$ cat src/rtl/io_port_unit.sv
// Memory-mapped I/O port: LEDs, scanned 8-digit seven-segment display,
// synchronised switches and a debounced confirm button with press flag.
module io_port_unit #(
   parameter int unsigned SCAN_DIV        = 20000,
   parameter int unsigned DEBOUNCE_CYCLES = 200000
) (
   input  logic        clock,
   input  logic        reset,
   input  logic        IORead,
   input  logic        IOWrite,
   input  logic [9:0]  addr_low,
   input  logic [31:0] wdata,
   output logic [31:0] rdata,
   input  logic [23:0] switch_in,
   input  logic        button_in,
   output logic [23:0] led,
   output logic [7:0]  seg_an,
   output logic [7:0]  seg_data
);

   localparam logic [9:0] OFF_LED     = 10'h060;
   localparam logic [9:0] OFF_SEGDATA = 10'h064;
   localparam logic [9:0] OFF_SEGEN   = 10'h068;
   localparam logic [9:0] OFF_SWITCH  = 10'h070;
   localparam logic [9:0] OFF_BUTTON  = 10'h074;

   localparam int unsigned DIV_W = $clog2(SCAN_DIV);
   localparam int unsigned DEB_W = $clog2(DEBOUNCE_CYCLES);
   localparam logic [DIV_W-1:0] DIV_LAST = DIV_W'(SCAN_DIV - 1);
   localparam logic [DEB_W-1:0] DEB_LAST = DEB_W'(DEBOUNCE_CYCLES - 1);

   logic [9:0]       offset;
   logic             unused_addr_bits;
   logic [31:0]      segdata;
   logic [7:0]       segen;
   logic [23:0]      switch_meta, switch_sync;
   logic             btn_meta, btn_sync, btn_stable, press_flag;
   logic [DEB_W-1:0] deb_cnt;
   logic [DIV_W-1:0] div_cnt;
   logic [2:0]       digit_idx;
   logic             btn_accept, btn_rise, button_read;
   logic [3:0]       nibble;
   logic [7:0]       hex_seg;

   assign offset           = {addr_low[9:2], 2'b00};
   assign unused_addr_bits = ^addr_low[1:0];

   // Write-side registers
   always_ff @(posedge clock) begin
      if (reset) begin
         led     <= '0;
         segdata <= '0;
         segen   <= '0;
      end else if (IOWrite) begin
         case (offset)
            OFF_LED:     led     <= wdata[23:0];
            OFF_SEGDATA: segdata <= wdata;
            OFF_SEGEN:   segen   <= wdata[7:0];
            default:     ;
         endcase
      end
   end

   always_ff @(posedge clock) begin
      if (reset) begin
         switch_meta <= '0;
         switch_sync <= '0;
         btn_meta    <= 1'b0;
         btn_sync    <= 1'b0;
      end else begin
         switch_meta <= switch_in;
         switch_sync <= switch_meta;
         btn_meta    <= button_in;
         btn_sync    <= btn_meta;
      end
   end

   // Flag is set on the same edge btn_stable rises, and that set beats a read-clear
   assign btn_accept  = (btn_sync != btn_stable) && (deb_cnt == DEB_LAST);
   assign btn_rise    = btn_accept && btn_sync;
   assign button_read = IORead && (offset == OFF_BUTTON);

   always_ff @(posedge clock) begin
      if (reset) begin
         deb_cnt    <= '0;
         btn_stable <= 1'b0;
         press_flag <= 1'b0;
      end else begin
         if (btn_sync == btn_stable) begin
            deb_cnt <= '0;
         end else if (btn_accept) begin
            deb_cnt    <= '0;
            btn_stable <= btn_sync;
         end else begin
            deb_cnt <= deb_cnt + 1'b1;
         end
         if (btn_rise)
            press_flag <= 1'b1;
         else if (button_read)
            press_flag <= 1'b0;
      end
   end

   always_comb begin
      rdata = '0;
      if (IORead) begin
         case (offset)
            OFF_SWITCH: rdata = {8'h00, switch_sync};
            OFF_BUTTON: rdata = {30'h0, press_flag, btn_stable};
            default:    rdata = '0;
         endcase
      end
   end

   always_ff @(posedge clock) begin
      if (reset) begin
         div_cnt   <= '0;
         digit_idx <= '0;
      end else if (div_cnt == DIV_LAST) begin
         div_cnt   <= '0;
         digit_idx <= digit_idx + 1'b1;
      end else begin
         div_cnt <= div_cnt + 1'b1;
      end
   end

   assign nibble = segdata[{digit_idx, 2'b00} +: 4];

   always_comb begin
      hex_seg = 8'hFF;
      case (nibble)
         4'h0: hex_seg = 8'hC0;
         4'h1: hex_seg = 8'hF9;
         4'h2: hex_seg = 8'hA4;
         4'h3: hex_seg = 8'hB0;
         4'h4: hex_seg = 8'h99;
         4'h5: hex_seg = 8'h92;
         4'h6: hex_seg = 8'h82;
         4'h7: hex_seg = 8'hF8;
         4'h8: hex_seg = 8'h80;
         4'h9: hex_seg = 8'h90;
         4'hA: hex_seg = 8'h88;
         4'hB: hex_seg = 8'h83;
         4'hC: hex_seg = 8'hC6;
         4'hD: hex_seg = 8'hA1;
         4'hE: hex_seg = 8'h86;
         4'hF: hex_seg = 8'h8E;
         default: hex_seg = 8'hFF;
      endcase
   end

   always_comb begin
      seg_an            = '1;
      seg_an[digit_idx] = ~segen[digit_idx];
      seg_data          = segen[digit_idx] ? hex_seg : 8'hFF;
   end

endmodule

$ cat config.mk
export PLATFORM = sky130hd
export DESIGN_NAME = io_port_unit
export DESIGN_NICKNAME = d
export VERILOG_FILES = /design/src/rtl/io_port_unit.sv
export SDC_FILE = /design/constraint.sdc
export NUM_CORES = 1
export LEC_CHECK = 0
export BUFFER_PORTS_ARGS = -buffer_cell sky130_fd_sc_hd__buf_2
export CELL_PAD_IN_SITES_DETAIL_PLACEMENT = 0
export CELL_PAD_IN_SITES_GLOBAL_PLACEMENT = 1
export CORE_ASPECT_RATIO = 1.4
export CORE_MARGIN = 2
export CORE_UTILIZATION = 40
export CTS_CLUSTER_DIAMETER = 50
export DETAILED_ROUTE_END_ITERATION = 7
export PLACE_DENSITY = 0.87
export SETUP_SLACK_MARGIN = 0.2
export SLEW_MARGIN = 20
export SYNTH_ARGS = -nofsm -noshare
export SYNTH_HDL_FRONTEND = slang
export SYNTH_SLANG_ARGS = --single-unit
$ cat constraint.sdc
create_clock -name clock -period 2.95 [get_ports clock]
set_input_delay 0.1475 -clock clock [delete_from_list [all_inputs] [get_ports clock]]
set_output_delay 0.1475 -clock clock [all_outputs]
set_load 0.02 [all_outputs]
==> results.tsv, run 1 <==
stage	metric	value	unit
logic_synthesis	yosys.area_share.simple	0.2608	
finish	drive_gt1_frac	0.2381	
logic_synthesis	ys_async_sr_fraction	0	
floorplan	dieWidth	108.3	um
logic_synthesis	synthAdderAreaFrac	0.01642	
finish	area_growth	35.38	%
timing	slew_viol_final	0	
logic_synthesis	synth_top_family_by_area	simple AND/OR/NAND/NOR gates	
timing	finalCritPeriodShare	0.9285	
power_and_ir_drop	power.internal	3.336	mW
setup_path	critPathMostFrequentCell	mux2_4	
timing	relSlewSlack	0.3138	
global_route	grt-ovfl-total	0	
timing	fin_hold_ws	0.02999	ns
logic_synthesis	syn_area	6097	um2
logic_synthesis	ys_types	49	
power_and_ir_drop	power_frac_comb	0.045	
clock_tree	cts-root-buf	clkbuf_16	
routing	remaining_drc_errors	0	
power_and_ir_drop	powerDensity	535.0	nW/um2
timing	hold_violations	0	
logic_synthesis	synth_mux_area_frac	0.06013	
timing	rsz0062_at_grt	yes	
routing	antenna_left	0	
setup_path	worstPathRequired	2.80	ns
global_route	grt_usage	0.1777	
floorplan	die-area	16260	um2
global_route	grt_max_degree	55	
routing	drt_iter0_drc	168	
logic_synthesis	avgSynthCellArea	8.901	um2
power_and_ir_drop	power.leakage	3.293	nW
setup_path	worstPathArrival	2.59	ns
setup_path	worst_setup_path_start_kind	flip-flop	
clock_tree	clockBufferDepth	2	
power_and_ir_drop	power.switching	1.081	mW
setup_path	slowest_stage	dfxtp_4	
placement	dp_hpwl	9.351	mm
timing	tightest_slew	1.027	ns
finish	diodes	0	
floorplan	die_y	150.1	um
clock_tree	cts-htree-levels	4	
placement	io_buffers	131	
logic_synthesis	synth_edf_count	0	
timing	fmax	365.1	MHz
logic_synthesis	synth_top_area_frac	0.4991	
clock_tree	cts_inserted_buffers	17	
placement	place_congestion	0.8246	
setup_path	worstSetupPathType	reg2out	
logic_synthesis	synth-compound-area-share	0.07326	
floorplan	start_util	0.4068	
floorplan	rows	53	
routing	dr.pass1.iters	4	
power_and_ir_drop	pwr-share-seq	0.475	
logic_synthesis	synth_xor_area_frac	0.04453	
floorplan	pin_count	143	
routing	avgViaCountPerCell	4.766	
status	outcome	finished, final reports clean	
setup_path	crit_chain	mux2_4 -> a221o_1 -> a221oi_2 -> buf_4 -> ha_4 -> inv_2 -> mux2i_1 -> mux2_4 -> nand2_2 -> buf_6	
logic_synthesis	ys_warn_count	0	
timing	finalCriticalPeriod	2.739	ns
setup_path	path_delay_family	multiplexers	
global_route	grt_pass1_wl	22.78	mm
logic_synthesis	yosysTopAreaCell	dfxtp_1	
setup_path	crit_path_end_kind	output pin	
power_and_ir_drop	peakVddDrop	309.5	uV
routing	wire_per_inst	13.24	um
setup_path	slowest_delay	0.37	ns
routing	vias	5119	
logic_synthesis	synth.most_common_cell	dfxtp_1	
clock_tree	clk_latency	0.42	ns
logic_synthesis	synth_seq_cells	152	
timing	fin_worst_skew	0.009560	ns
setup_path	crit_fanout	5	
timing	setup_viol	0	
finish	fill_cells	1385	
routing	finalWirelength	14.22	mm
global_route	grt_pass1_vias	4849	
logic_synthesis	yosys-top-cells-area	dfxtp_1 50%, nand2_1 8.1%, nor2b_1 5.7%	
logic_synthesis	ys_seq_area_frac	0.4991	
clock_tree	path_clk_slew	0.06	ns
logic_synthesis	synthTopCellsByCount	152 x dfxtp_1, 131 x nand2_1, 58 x a21oi_1	
flow_run	cap_viol_max_count	0	
worst_hold_path	hold_class	in2reg	
logic_synthesis	synthFlopType	dfxtp_1	
clock_tree	clock-sinks	152	
timing	tns	0	ns
global_route	antenna_found_initial	0	
setup_path	path_buf_inv	3	
floorplan	core_area	14990	um2
power_and_ir_drop	clkPwrFrac	0.481	
clock_tree	cts_tree	done	
logic_synthesis	synthCells	685	
finish	final_nets	948	
power_and_ir_drop	netSwitchingFraction	0.2447	
-- cell usage in the layout, fill, tap and decap left out, types with 6 or more instances in the layout --
cell and instances:
a21oi_1 58, and2_1 23, buf_2 126, buf_4 20, clkbuf_16 17, conb_1 9, dfxtp_1 149, dlygate4sd3_1 56
inv_1 7, mux2i_1 24, nand2_1 130, nand3_1 19, nand4_1 7, nor2_1 51, nor2b_1 56, nor3_1 6
xnor2_1 13, xor2_1 18
-- registers in the layout, indices dropped and copies added (netlist names) --
signal       cells
switch_meta     24
press_flag       1
digit_idx        3
switch_sync     24
segdata         32
div_cnt         15
btn_sync         1
segen            8
btn_meta         1
led             24
deb_cnt         18
btn_stable       1
-- area by class of cell --
class                   count  area (um2)  share of cell area
clock buffers              17       425.4             0.05154
clock inverters            15       172.7             0.02092
inverters                  10       37.54            0.004548
multi-input cells         482        2899              0.3512
flip-flops and latches    152        3054              0.3700
well taps                 192       240.2             0.02910
repair buffers            206        1425              0.1727
-- tightest hold or removal path, stage by stage --
cell	delay, ns
buf_2	0.14
nand2_1	0.06
a21oi_1	0.05
-- worst paths after layout --
kind                             startpoint                         to  slack [ns]  cells after the start
setup / recovery  digit_idx[0]$_SDFFE_PP0N_                seg_data[3]        0.21                     10
setup reg to reg      div_cnt[7]$_SDFF_PP0_      div_cnt[2]$_SDFF_PP0_        0.74                      4
hold / removal                     wdata[2]    segdata[2]$_SDFFE_PP0P_        0.03                      3
hold reg to reg   switch_meta[6]$_SDFF_PP0_  switch_sync[6]$_SDFF_PP0_        0.43                      1
-- what timing repair did --
item,in CTS,in global routing
hold buffers,56,0
setup buffers,4,3
resized for setup,26,7
cloned,1,0
pin swaps,4,2
setup endpoints to repair,7,6
hold endpoints to repair,79,0
-- power groups by stage --
stage	Clock, mW	Sequential, mW	Combinational (mW)
after detailed placement	0	2.15	0.137
after floorplan	0	2.14	0.0806
after CTS	2.18	2.10	0.197
final	2.12	2.10	0.197
after global placement	0	2.14	0.137
after global routing	2.26	2.10	0.215
-- routing by layer --
| metal | part of all wire | routed length [um] | global-route usage | up-vias |
|---|---|---|---|---|
| met2 | 0.50 | 7114 | 0.3019 | 116 |
| li1 | - | - | - | 2612 |
| met1 | 0.44 | 6242 | 0.2134 | 2373 |
| met5 | 0 | 0 | 0 | - |
| met3 | 0.041 | 589 | 0.04094 | 18 |
| met4 | 0.019 | 277 | 0.07692 | 0 |
-- per-stage QoR --
stage	utilization	total power [mW]	instance area (um2)	worst slack, ns	cells
floorplan	-	2.223	6123	0.3362	692
global placement	0.4584	2.281	6870	0.3467	978
detailed placement	0.4584	2.283	6870	0.2614	978
CTS	0.5463	4.470	8187	0.1973	1071
global route	0.5508	4.575	8254	0.1106	1074
finish	0.5508	4.416	8254	0.2109	1074
-- cell families after synthesis --
family / count (synthesis)
fa+ha+maj: 8
compound gates: 77
simple gates: 326
xor+xnor: 31
buf+inv: 58
other cells: 2
flops: 152
mux: 31
(Power assumes the default switching activity.)
==> inputs of run 2 (changes only) <==
--- a/config.mk
+++ b/config.mk
@@ -6,15 +6,15 @@
 export NUM_CORES = 1
 export LEC_CHECK = 0
 export BUFFER_PORTS_ARGS = -buffer_cell sky130_fd_sc_hd__buf_2
-export CELL_PAD_IN_SITES_DETAIL_PLACEMENT = 0
-export CELL_PAD_IN_SITES_GLOBAL_PLACEMENT = 1
 export CORE_ASPECT_RATIO = 1.4
 export CORE_MARGIN = 2
-export CORE_UTILIZATION = 40
+export CORE_UTILIZATION = 53
 export CTS_CLUSTER_DIAMETER = 50
 export DETAILED_ROUTE_END_ITERATION = 7
-export PLACE_DENSITY = 0.87
+export GPL_TIMING_DRIVEN = 0
+export PLACE_DENSITY = 0.86
 export SETUP_SLACK_MARGIN = 0.2
+export SKIP_LAST_GASP = 1
 export SLEW_MARGIN = 20
 export SYNTH_ARGS = -nofsm -noshare
 export SYNTH_HDL_FRONTEND = slang
==> run 2 against run 1 <==
The run now ends with negative setup slack left. Clock power grew 4%. Clock-buffer cell count grew 1. Wire length grew 27%. Fmax shrank 10%. Final cell count shrank 1.1%. First-iteration DRC count grew 57%. Flip-flop and latch count is the same. Non-clock buffer count grew 36. Sequential power is essentially flat. Die area shrank 24%. Register-to-register slack lost 0.10 ns. Global-route usage grew 11 points. Largest power group unchanged.
==> results.tsv, run 2 (synthesis results as in run 1) <==
stage	metric	value	unit
floorplan	start_util	0.5405	
finish	multiInputGateArea	2918	um2
floorplan	die_y	130.9	um
clock_tree	cts_inserted_buffers	17	
routing	drt_iter0_drc	263	
power_and_ir_drop	power_frac_comb	0.049	
finish	mostFrequentLayoutCell	dfxtp_1	
global_route	grt_usage	0.2903	
routing	avgViaCountPerCell	5.423	
clock_tree	clk_latency	0.43	ns
floorplan	dieWidth	94.65	um
finish	final_cell_mix	149 x dfxtp_1, 134 x buf_2, 130 x nand2_1	
finish	diodes	0	
setup_path	slowest_stage	a221o_1	
timing	tightest_slew	0.8422	ns
global_route	grt_max_degree	18	
floorplan	rows	46	
setup_path	worstPathRequired	2.80	ns
floorplan	core_area	11280	um2
finish	drive_gt1_frac	0.2473	
clock_tree	clock-sinks	152	
timing	finalCritPeriodShare	1.033	
power_and_ir_drop	pwr-share-seq	0.463	
finish	top_register	segdata	
routing	remaining_drc_errors	0	
timing	fmax	328.2	MHz
timing	finalCriticalPeriod	3.047	ns
floorplan	pin_count	143	
clock_tree	cts-htree-levels	4	
global_route	grt_pass1_vias	5694	
finish	layout.cells.non_filler	1062	
worst_hold_path	min_from	wdata[3]	
timing	setup_viol	4	
routing	vias	5759	
finish	largest_reg_flops	32	
power_and_ir_drop	peakVddDrop	467.5	uV
setup_path	path_buf_inv	5	
routing	finalWirelength	18.11	mm
setup_path	critPathMostFrequentCell	buf_4	
setup_path	worst_setup_path_start_kind	flip-flop	
placement	dp_hpwl	10.51	mm
setup_path	path_delay_family	compound AO/OA/AOI/OAI gates	
clock_tree	cts-root-buf	clkbuf_16	
power_and_ir_drop	clkPwrFrac	0.488	
timing	relSlewSlack	0.4333	
clock_tree	path_clk_slew	0.06	ns
setup_path	crit_fanout	5	
global_route	grt_pass1_wl	27.57	mm
finish	register_area	3047	um2
global_route	antenna_found_initial	0	
status	outcome	complete, but fails checks	
setup_path	slowest_delay	0.38	ns
clock_tree	clockBufferDepth	2	
timing	rsz0062_at_grt	yes	
setup_path	worstSetupPathType	reg2out	
power_and_ir_drop	netSwitchingFraction	0.2409	
power_and_ir_drop	power.switching	1.093	mW
finish	fill_cells	726	
placement	io_buffers	131	
finish	area_growth	36.55	%
finish	post-route-util	0.7380	
flow_run	cap_viol_max_count	0	
timing	hold_violations	0	
power_and_ir_drop	power.leakage	3.394	nW
setup_path	crit_start	digit_idx[0]$_SDFFE_PP0N_	
setup_path	worstPathArrival	2.90	ns
placement	dp.cells	967	
finish	final_nets	984	
timing	tns	-0.2706	ns
power_and_ir_drop	power	4.536	mW
timing	slew_viol_final	0	
clock_tree	cts_tree	done	
floorplan	die-area	12390	um2
routing	wire_per_inst	17.06	um
routing	dr.pass1.iters	6	
placement	place_congestion	0.8882	
power_and_ir_drop	power.internal	3.443	mW
timing	fin_worst_skew	0.009212	ns
setup_path	reg2reg_from	deb_cnt[0]$_SDFF_PP0_	
status	violations	negative setup slack	
timing	fin_ws	-0.09680	ns
global_route	grt-ovfl-total	0	
worst_hold_path	hold_class	in2reg	
power_and_ir_drop	powerDensity	544.9	nW/um2
setup_path	crit_chain	buf_6 -> mux2_4 -> a221o_1 -> a221oi_2 -> buf_4 -> buf_4 -> buf_4 -> mux2i_1 -> o221ai_1 -> buf_4	
routing	antenna_left	0	
setup_path	crit_path_end_kind	output pin	
run 2: worst register-to-register path: stages (launching register included):
cell and delay (ns):
dfxtp_1 0.37, ha_1 0.20, nand3_1 0.18, or2_2 0.35
or4_1 0.42, clkbuf_1 0.17, nand2_2 0.18, buf_2 0.25
nor2_1 0.07
run 2: path summary, 6_finish.rpt:
check                          endpoint  slack [ns]  cells past startpoint
min                 led[3]$_SDFFE_PP0P_        0.01                      3
max reg2reg      deb_cnt[12]$_SDFF_PP0_        0.64                      8
max                         seg_data[1]        -0.1                     10
min reg2reg  switch_sync[22]$_SDFF_PP0_        0.44                      1
run 2: per-layer routing:
metal  share of wire  global-route usage
met5               0                   0
met2            0.52              0.5111
met1            0.36              0.3125
met3           0.066             0.06422
met4           0.058              0.1833
run 2: metrics by stage:
stage | hold WS (ns) | setup WS (ns) | cell area (um2)
after floorplan | 0.2757 | 0.3362 | 6123
after global placement | 0.3564 | -0.01576 | 6959
after detailed placement | 0.3624 | -0.04307 | 6968
after CTS | 0.0004812 | 0.08149 | 8278
after global routing | 0.01927 | -0.1473 | 8325
final | 0.01125 | -0.09680 | 8325
run 2: layout make-up:
| type | count | share of cell area |
|---|---|---|
| timing repair buffer | 194 | 0.1531 |
| inverter | 10 | 0.004509 |
| multi-input combinational | 482 | 0.3505 |
| clock inverter | 14 | 0.02014 |
| sequential | 152 | 0.3659 |
| tap | 144 | 0.02164 |
| buffer | 48 | 0.03141 |
| clock buffer | 18 | 0.05275 |
run 2: timing repair:
action                                  4_1_cts  5_1_grt
resized for setup                            32        7
endpoints found under the setup margin        7        7
endpoints found under the hold margin        70        0
pin swaps                                     3        5
setup buffers                                 8        3
hold buffers                                 52        0
run 2: power groups by stage:
stage / combinational, mW / sequential, mW / clock [mW]
after CTS: 0.214 / 2.10 / 2.21
after floorplan: 0.0806 / 2.14 / 0
final: 0.223 / 2.10 / 2.21
after detailed placement: 0.158 / 2.15 / 0
after global placement: 0.155 / 2.14 / 0
after global routing: 0.240 / 2.10 / 2.31
